**src/rtl/msx_slot_lookup_if.sv**
```systemverilog
// Configuration stream and lookup request/result bundle for msx_slot_lookup.
interface msx_slot_lookup_if #(
  parameter int SLOT_W = 2,
  parameter int SUB_W  = 2,
  parameter int PAGE_W = 2,
  parameter int ADDR_W = 27
);
  logic              cfg_start;
  logic              cfg_valid;
  logic [7:0]        cfg_data;
  logic              cfg_ready;
  logic              cfg_error;
  logic              table_valid;
  logic              lk_valid;
  logic [SLOT_W-1:0] lk_slot;
  logic [SUB_W-1:0]  lk_subslot;
  logic [PAGE_W-1:0] lk_page;
  logic [13:0]       lk_offset;
  logic              lk_wr;
  logic              res_valid;
  logic              res_hit;
  logic [ADDR_W-1:0] res_addr;
  logic [4:0]        res_mapper;
  logic [3:0]        res_device;
  logic              res_cart_num;
  logic              res_wr_blocked;

  modport master (
    output cfg_start, cfg_valid, cfg_data, lk_valid, lk_slot, lk_subslot, lk_page, lk_offset, lk_wr,
    input  cfg_ready, cfg_error, table_valid, res_valid, res_hit, res_addr, res_mapper, res_device,
           res_cart_num, res_wr_blocked
  );

  modport slave (
    input  cfg_start, cfg_valid, cfg_data, lk_valid, lk_slot, lk_subslot, lk_page, lk_offset, lk_wr,
    output cfg_ready, cfg_error, table_valid, res_valid, res_hit, res_addr, res_mapper, res_device,
           res_cart_num, res_wr_blocked
  );
endinterface

```
**src/rtl/msx_slot_lookup.sv**
```systemverilog
// Slot-map / RAM descriptor tables loaded from a config byte stream, with a
// 2-stage lookup pipeline resolving CPU block accesses to physical addresses.
module msx_slot_lookup #(
  parameter int SLOTS    = 4,
  parameter int SUBSLOTS = 4,
  parameter int PAGES    = 4,
  parameter int REFS     = 16,
  parameter int ADDR_W   = 27
) (
  input logic              clk21m,
  input logic              rst_n,
  msx_slot_lookup_if.slave bus
);
  localparam int N     = SLOTS * SUBSLOTS * PAGES;
  localparam int IDX_W = $clog2(N);
  localparam int REF_W = $clog2(REFS);

  typedef enum logic [2:0] {
    IDLE = 3'd0, CLEAR = 3'd1, TAG = 3'd2, BLK = 3'd3, RAM = 3'd4, ERROR = 3'd5, READY = 3'd6
  } state_t;

  typedef struct packed {
    logic [3:0] ref_ram;
    logic [1:0] offset_ram;
    logic [4:0] mapper;
    logic [3:0] device;
    logic       cart_num;
  } blk_t;

  typedef struct packed {
    logic [ADDR_W-1:0] addr;
    logic [15:0]       size;
    logic              ro;
  } ram_t;

  blk_t blk_tab_r [N];
  ram_t ram_tab_r [REFS];

  state_t           state_r, state_s;
  logic [IDX_W-1:0] clr_idx_r;
  logic [2:0]       cnt_r;
  logic [55:0]      shift_r;
  logic             cfg_ready_r, cfg_error_r, table_valid_r;

  logic             accept_s;
  logic [63:0]      rec_s;
  blk_t             blk_new_s, blk_wdata_s;
  ram_t             ram_new_s, ram_wdata_s;
  logic             blk_bad_s, ram_bad_s;
  logic             blk_we_s, ram_we_s;
  logic [IDX_W-1:0] blk_widx_s;
  logic [REF_W-1:0] ram_widx_s;
  logic             unused_s;

  // rec_s holds the whole record with the byte being accepted on top
  assign accept_s  = bus.cfg_valid & cfg_ready_r;
  assign rec_s     = {bus.cfg_data, shift_r};
  assign blk_new_s = '{ref_ram: rec_s[47:44], offset_ram: rec_s[41:40], mapper: rec_s[52:48],
                       device: rec_s[63:60], cart_num: rec_s[56]};
  assign ram_new_s = '{addr: ADDR_W'(rec_s[39:8]), size: rec_s[55:40], ro: rec_s[56]};
  assign blk_bad_s = (32'(rec_s[39:32]) >= 32'(N)) | (32'(rec_s[47:44]) >= 32'(REFS));
  assign ram_bad_s = (32'(rec_s[7:0]) >= 32'(REFS));
  assign unused_s  = ^rec_s[59:57];

  // Loader next-state and table write-port selection
  always_comb begin
    state_s     = state_r;
    blk_we_s    = 1'b0;
    blk_widx_s  = clr_idx_r;
    blk_wdata_s = '0;
    ram_we_s    = 1'b0;
    ram_widx_s  = clr_idx_r[REF_W-1:0];
    ram_wdata_s = '0;
    if (bus.cfg_start) begin
      state_s = CLEAR;
    end else begin
      case (state_r)
        IDLE: state_s = IDLE;
        CLEAR: begin
          blk_we_s = 1'b1;
          ram_we_s = (32'(clr_idx_r) < 32'(REFS));
          if (clr_idx_r == IDX_W'(N - 1)) state_s = TAG;
          else state_s = CLEAR;
        end
        TAG: begin
          if (accept_s) begin
            case (bus.cfg_data)
              8'h01:   state_s = BLK;
              8'h02:   state_s = RAM;
              8'hFF:   state_s = READY;
              default: state_s = ERROR;
            endcase
          end else begin
            state_s = TAG;
          end
        end
        BLK: begin
          if (accept_s && (cnt_r == 3'd3)) begin
            if (blk_bad_s) begin
              state_s = ERROR;
            end else begin
              state_s     = TAG;
              blk_we_s    = 1'b1;
              blk_widx_s  = rec_s[32 +: IDX_W];
              blk_wdata_s = blk_new_s;
            end
          end else begin
            state_s = BLK;
          end
        end
        RAM: begin
          if (accept_s && (cnt_r == 3'd7)) begin
            if (ram_bad_s) begin
              state_s = ERROR;
            end else begin
              state_s     = TAG;
              ram_we_s    = 1'b1;
              ram_widx_s  = rec_s[0 +: REF_W];
              ram_wdata_s = ram_new_s;
            end
          end else begin
            state_s = RAM;
          end
        end
        ERROR:   state_s = ERROR;
        READY:   state_s = READY;
        default: state_s = IDLE;
      endcase
    end
  end

  // Loader state, byte counter and status flags
  always_ff @(posedge clk21m or negedge rst_n) begin
    if (!rst_n) begin
      state_r       <= IDLE;
      clr_idx_r     <= '0;
      cnt_r         <= 3'd0;
      shift_r       <= 56'd0;
      cfg_ready_r   <= 1'b0;
      cfg_error_r   <= 1'b0;
      table_valid_r <= 1'b0;
    end else begin
      state_r       <= state_s;
      cfg_ready_r   <= state_s inside {TAG, BLK, RAM, ERROR, READY};
      cfg_error_r   <= (state_s == ERROR);
      table_valid_r <= (state_s == READY);
      if (bus.cfg_start) clr_idx_r <= '0;
      else if (state_r == CLEAR) clr_idx_r <= clr_idx_r + IDX_W'(1);
      if (state_r == TAG) cnt_r <= 3'd0;
      else if (accept_s) cnt_r <= cnt_r + 3'd1;
      if (accept_s) shift_r <= rec_s[63:8];
    end
  end

  // Table storage: contents are only defined after a CLEAR pass
  always_ff @(posedge clk21m) begin
    if (blk_we_s) blk_tab_r[blk_widx_s] <= blk_wdata_s;
    if (ram_we_s) ram_tab_r[ram_widx_s] <= ram_wdata_s;
  end

  logic        s1_valid_r, s1_tv_r, s1_wr_r;
  blk_t        s1_blk_r;
  logic [13:0] s1_off_r;
  ram_t        ram_rd_s;
  logic [15:0] rel_s;
  logic        hit_s;

  logic              res_valid_r, res_hit_r, res_cart_r, res_wrb_r;
  logic [ADDR_W-1:0] res_addr_r;
  logic [4:0]        res_mapper_r;
  logic [3:0]        res_device_r;

  // A size of 64 KB or more makes the range compare always true
  assign ram_rd_s = ram_tab_r[s1_blk_r.ref_ram[REF_W-1:0]];
  assign rel_s    = {s1_blk_r.offset_ram, s1_off_r};
  assign hit_s    = s1_valid_r & s1_tv_r & (s1_blk_r.mapper != 5'd0) &
                    ({10'd0, rel_s[15:10]} < ram_rd_s.size);

  // Two-stage lookup: block entry read, then RAM descriptor and address add
  always_ff @(posedge clk21m or negedge rst_n) begin
    if (!rst_n) begin
      s1_valid_r   <= 1'b0;
      s1_tv_r      <= 1'b0;
      s1_wr_r      <= 1'b0;
      s1_blk_r     <= '0;
      s1_off_r     <= 14'd0;
      res_valid_r  <= 1'b0;
      res_hit_r    <= 1'b0;
      res_addr_r   <= '0;
      res_mapper_r <= 5'd0;
      res_device_r <= 4'd0;
      res_cart_r   <= 1'b0;
      res_wrb_r    <= 1'b0;
    end else begin
      s1_valid_r   <= bus.lk_valid;
      s1_tv_r      <= table_valid_r;
      s1_wr_r      <= bus.lk_wr;
      s1_blk_r     <= blk_tab_r[{bus.lk_slot, bus.lk_subslot, bus.lk_page}];
      s1_off_r     <= bus.lk_offset;
      res_valid_r  <= s1_valid_r;
      res_hit_r    <= hit_s;
      res_addr_r   <= hit_s ? (ram_rd_s.addr + ADDR_W'(rel_s)) : '0;
      res_mapper_r <= hit_s ? s1_blk_r.mapper : 5'd0;
      res_device_r <= hit_s ? s1_blk_r.device : 4'd0;
      res_cart_r   <= hit_s ? s1_blk_r.cart_num : 1'b0;
      res_wrb_r    <= s1_valid_r & s1_wr_r & (ram_rd_s.ro | ~hit_s);
    end
  end

  assign bus.cfg_ready      = cfg_ready_r;
  assign bus.cfg_error      = cfg_error_r;
  assign bus.table_valid    = table_valid_r;
  assign bus.res_valid      = res_valid_r;
  assign bus.res_hit        = res_hit_r;
  assign bus.res_addr       = res_addr_r;
  assign bus.res_mapper     = res_mapper_r;
  assign bus.res_device     = res_device_r;
  assign bus.res_cart_num   = res_cart_r;
  assign bus.res_wr_blocked = res_wrb_r;
endmodule

```
**src/flat_wrapper.sv**
```systemverilog
// flat-port wrapper written by rule: the top's interface ports become plain ports
module msx_slot_lookup_flat 
#(
  parameter int SLOTS    = 4,
  parameter int SUBSLOTS = 4,
  parameter int PAGES    = 4,
  parameter int REFS     = 16,
  parameter int ADDR_W   = 27
)
  (clk21m, rst_n, bus_cfg_start, bus_cfg_valid, bus_cfg_data, bus_lk_valid, bus_lk_slot, bus_lk_subslot, bus_lk_page, bus_lk_offset, bus_lk_wr, bus_cfg_ready, bus_cfg_error, bus_table_valid, bus_res_valid, bus_res_hit, bus_res_addr, bus_res_mapper, bus_res_device, bus_res_cart_num, bus_res_wr_blocked);
  msx_slot_lookup_if #(.SLOT_W(2), .SUB_W(2), .PAGE_W(2), .ADDR_W(ADDR_W)) bus_i ();
  input logic clk21m;
  input logic rst_n;
  input wire logic [$bits(bus_i.cfg_start)-1:0] bus_cfg_start;
  input wire logic [$bits(bus_i.cfg_valid)-1:0] bus_cfg_valid;
  input wire logic [$bits(bus_i.cfg_data)-1:0] bus_cfg_data;
  input wire logic [$bits(bus_i.lk_valid)-1:0] bus_lk_valid;
  input wire logic [$bits(bus_i.lk_slot)-1:0] bus_lk_slot;
  input wire logic [$bits(bus_i.lk_subslot)-1:0] bus_lk_subslot;
  input wire logic [$bits(bus_i.lk_page)-1:0] bus_lk_page;
  input wire logic [$bits(bus_i.lk_offset)-1:0] bus_lk_offset;
  input wire logic [$bits(bus_i.lk_wr)-1:0] bus_lk_wr;
  output wire logic [$bits(bus_i.cfg_ready)-1:0] bus_cfg_ready;
  output wire logic [$bits(bus_i.cfg_error)-1:0] bus_cfg_error;
  output wire logic [$bits(bus_i.table_valid)-1:0] bus_table_valid;
  output wire logic [$bits(bus_i.res_valid)-1:0] bus_res_valid;
  output wire logic [$bits(bus_i.res_hit)-1:0] bus_res_hit;
  output wire logic [$bits(bus_i.res_addr)-1:0] bus_res_addr;
  output wire logic [$bits(bus_i.res_mapper)-1:0] bus_res_mapper;
  output wire logic [$bits(bus_i.res_device)-1:0] bus_res_device;
  output wire logic [$bits(bus_i.res_cart_num)-1:0] bus_res_cart_num;
  output wire logic [$bits(bus_i.res_wr_blocked)-1:0] bus_res_wr_blocked;
  assign bus_i.cfg_start = bus_cfg_start;
  assign bus_i.cfg_valid = bus_cfg_valid;
  assign bus_i.cfg_data = bus_cfg_data;
  assign bus_i.lk_valid = bus_lk_valid;
  assign bus_i.lk_slot = bus_lk_slot;
  assign bus_i.lk_subslot = bus_lk_subslot;
  assign bus_i.lk_page = bus_lk_page;
  assign bus_i.lk_offset = bus_lk_offset;
  assign bus_i.lk_wr = bus_lk_wr;
  assign bus_cfg_ready = bus_i.cfg_ready;
  assign bus_cfg_error = bus_i.cfg_error;
  assign bus_table_valid = bus_i.table_valid;
  assign bus_res_valid = bus_i.res_valid;
  assign bus_res_hit = bus_i.res_hit;
  assign bus_res_addr = bus_i.res_addr;
  assign bus_res_mapper = bus_i.res_mapper;
  assign bus_res_device = bus_i.res_device;
  assign bus_res_cart_num = bus_i.res_cart_num;
  assign bus_res_wr_blocked = bus_i.res_wr_blocked;
  msx_slot_lookup #(.SLOTS(SLOTS), .SUBSLOTS(SUBSLOTS), .PAGES(PAGES), .REFS(REFS), .ADDR_W(ADDR_W)) u_core (.clk21m(clk21m), .rst_n(rst_n), .bus(bus_i));
endmodule
```
**config.mk**
```make
export PLATFORM = sky130hd
export DESIGN_NAME = msx_slot_lookup_flat
export DESIGN_NICKNAME = d
export VERILOG_FILES = /design/src/rtl/msx_slot_lookup_if.sv /design/src/rtl/msx_slot_lookup.sv /design/src/flat_wrapper.sv
export SDC_FILE = /design/constraint.sdc
export NUM_CORES = 2
export LEC_CHECK = 0
export CAP_MARGIN = 20
export CORE_ASPECT_RATIO = 1.5
export CORE_MARGIN = 2
export CORE_UTILIZATION = 45
export DETAILED_ROUTE_END_ITERATION = 6
export GPL_ROUTABILITY_DRIVEN = 0
export PLACE_DENSITY = 0.63
export SYNTH_ARGS = -nofsm -noshare
export SYNTH_HDL_FRONTEND = slang
export SYNTH_SLANG_ARGS = --single-unit
```
**constraint.sdc**
```tcl
create_clock -name clk21m -period 4.7 [get_ports clk21m]
set_input_delay 0.47 -clock clk21m [delete_from_list [all_inputs] [get_ports clk21m]]
set_output_delay 0.47 -clock clk21m [all_outputs]
set_load 0.005 [all_outputs]
```
==> results.md <==
* # setup viols final at 0
* Relative slew slack at 0.243
* Crit. End Element: flop
* Fin Clk Skew at around 0.026 ns
* Worst slack at placement at around 0.22 ns
* Io pins at between 70 and 80
* Remaining Overflow, GRT at 0
* CTS clk-pin slew, worst paths at roughly 0.06 ns
* Fin. Hold Viols at 0
* DRT antenna net count at 0
* Sink Count at around 1,900
* Ys flop type: edfxtp_1
* CP peak stage delay at 0.90 ns
* Post-Route WL at 169,000 um
* RSZ-0062 raised after global routing: false
* Initial core utilization at 0.452
* Max Fclk at 0.227 GHz
* Worst Path Arrival at 5.07 ns
* Die Y at approximately 490 um
* Post-route minimum period at 4.41 ns
* Slowest cell on the critical path: a211oi_4
* Warnings from Yosys at 0
* H-tree depth at 4
* Initial antenna violation count at 12
* Post-synth EDFFs at 1,728
* Pins Over Slew Limit at 0
* Routed len/inst at around 29 um
* Core Util, Final at 0.514
* Placed Cells incl. Taps at 5,439
* Synth unique cells at 65
* Via Count at 33,500
* Max cap viols at 0
* Root Buffer: clkbuf_16
* Vias in the first global route at between 30,000 and 40,000
* Seq/Total Area, Yosys at 0.775
* Tcrit/Tclk final at 0.938
* Finished Cell Area at 81,400 um2
* Most common cell after layout, fill and taps aside: edfxtp_1
* 1st-iter DRT viols at 3,109
* Drt pass-1 iters at 5
* CP Cell Sequence: buf_4 > buf_12 > buf_4 > mux4_2 > nand3_1 > nand2_1 > nor4_1 > a2111oi_0 > a211oi_4 > buf_4 > nor2_1
* Chip width at ~330 um
* Worst Path Required at 5.36 ns
* Setup CP Type: reg -> reg
* DRC errors left at 0
* Clock tree from TritonCTS: built
* Most frequent cells in the layout: 1,728 x edfxtp_1, 470 x mux4_2, 196 x nand2_1
* Worst-Margin Slew at 1.13 ns
* Peak supply drop at 0.358 mV
* Power per Cell Area at 396 nW/um2
* Post-synth net total at 3,339
* Post-DP HPWL at 98,900 um
* Layout cells sized above 1 at 0.267
* First-pass GRT wire length at 242,000 um
* Outcome: finished clean
* Worst hold path class: in -> reg
* Clk buf depth at 3
* CP most frequent cell: buf_4
* Gr usage total at 0.210
* Setup ws final at around 0.29 ns
* Syn Area/Cell at 21.8 um2
* #FFs+latches synth at 1,872
* Die area at 162,000 um2
* Clk_lat worst skew at 0.80 ns
* Layout area overhead at 13.6%
* Port Buffer Count at 76
* Placement Cell Area at 76,100 um2
* TNS Setup at 0 ns
* Static leakage at 0.0273 uW
* Clock buffer count from CTS at 171
* Setup crit start kind: flop
* # rows at approximately 180
* Worst-path maximum fanout at 36
* Mapped Cells at between 3,000 and 4,000
* Pin count of the biggest net entering global routing at 95
* Core Footprint at approximately 160,000 um2
* Ys async rst share at 0.0769
* # nets final at 3,601
* Vias per cell at 5.82
* Final instance count without filler cells at 5,757
* Synth Cell Area at 71,600 um2
-- flip-flops by register name (all words and copies together) (netlist names), 5 cells and up --
register,count
u_core.bus.res_addr,27
u_core.clr_idx_r,6
u_core.ram_tab_r,704
u_core.s1_blk_r,14
u_core.shift_r,56
u_core.blk_tab_r,1024
u_core.s1_off_r,14
u_core.bus.res_mapper,5
-- routing by layer --
metal / wire, um / global-route usage / vias up
met2: 91200 / 0.377 / 972
met4: 5160 / 0.0679 / 16
met1: 63800 / 0.256 / 18200
met5: 107 / 0 / -
li1: - / - / 14100
met3: 8540 / 0.0360 / 260
-- kinds of logic after synthesis --
family,Yosys count,share of synthesized area
and+or+nand+nor,559,0.0370
DFF,1872,0.775
xor gates and xnor gates,26,0.00318
muxes,505,0.158
AOI/OAI and AO/OA,114,0.0104
buffers and inverters,177,0.0115
adders and majority gates,26,0.00465
-- critical path: cells and delay by family (launching register included) --
family | cells | cell delay [ns]
mux | 1 | 0.58
buf+inv | 4 | 1.42
flops | 1 | 0.58
compound gates | 2 | 1.05
simple gates | 4 | 0.59
-- final cells by class --
cell class              instances  area (um2)
clock inverters                71         515
fillers                     12300       77000
repair buffers                249        2450
multi-input cells            1230       15600
well taps                    2081        2600
inverters                      17        63.8
clock buffers                 232        4590
flip-flops and latches       1872       55500
diodes                          5        12.5
-- cell usage after synthesis, drive strengths merged (17+ instances only) --
cell type,instances,share of area
nand2,197,0.010
inv,17,0.00089
nand3,22,0.0015
nor3,26,0.0019
clkbuf,98,0.0057
ha,25,0.0044
and2,18,0.0016
mux4,495,0.16
a21oi,24,0.0017
nor2,140,0.0073
o21ai,29,0.0020
buf,62,0.0049
dfrtp,144,0.050
edfxtp,1728,0.72
nor4,35,0.0031
nor2b,20,0.0017
and3,45,0.0039
-- timing repair --
action	in CTS	in global routing
gates resized for setup	0	0
endpoints found under the hold margin	74	0
setup endpoints to repair	0	3
hold buffers	1	0
buffers inserted	0	8
-- final timing paths --
path / startpoint / endpoint / slack, ns / depth (start not counted)
setup / recovery: u_core.s1_blk_r[12] / u_core.bus.res_addr[18] / 0.29 / 11
hold reg to reg: u_core.s1_blk_r[3] / u_core.bus.res_device[2] / 0.46 / 1
max in group asynchronous: rst_n / u_core.bus.res_device[3] / 3.27 / 3
hold / removal: bus_lk_wr / u_core.s1_wr_r / 0.13 / 1
min in group asynchronous: rst_n / u_core.bus.res_addr[2] / 0.29 / 2
setup reg to reg: u_core.s1_blk_r[12] / u_core.bus.res_addr[18] / 0.29 / 11
-- through the flow --
step,hold slack (ns),power (uW)
final,0.131,32200
after global routing,0.0847,33100
after CTS,0.0712,32500
after detailed placement,0.468,19600
after global placement,0.443,19600
after floorplan,0.174,19200
-- where the power goes --
| group | internal [uW] | switching [uW] |
|---|---|---|
| registers | 18100 | 63.1 |
| clock network | 7110 | 5870 |
| logic | 469 | 637 |
(Power assumes the default switching activity.)
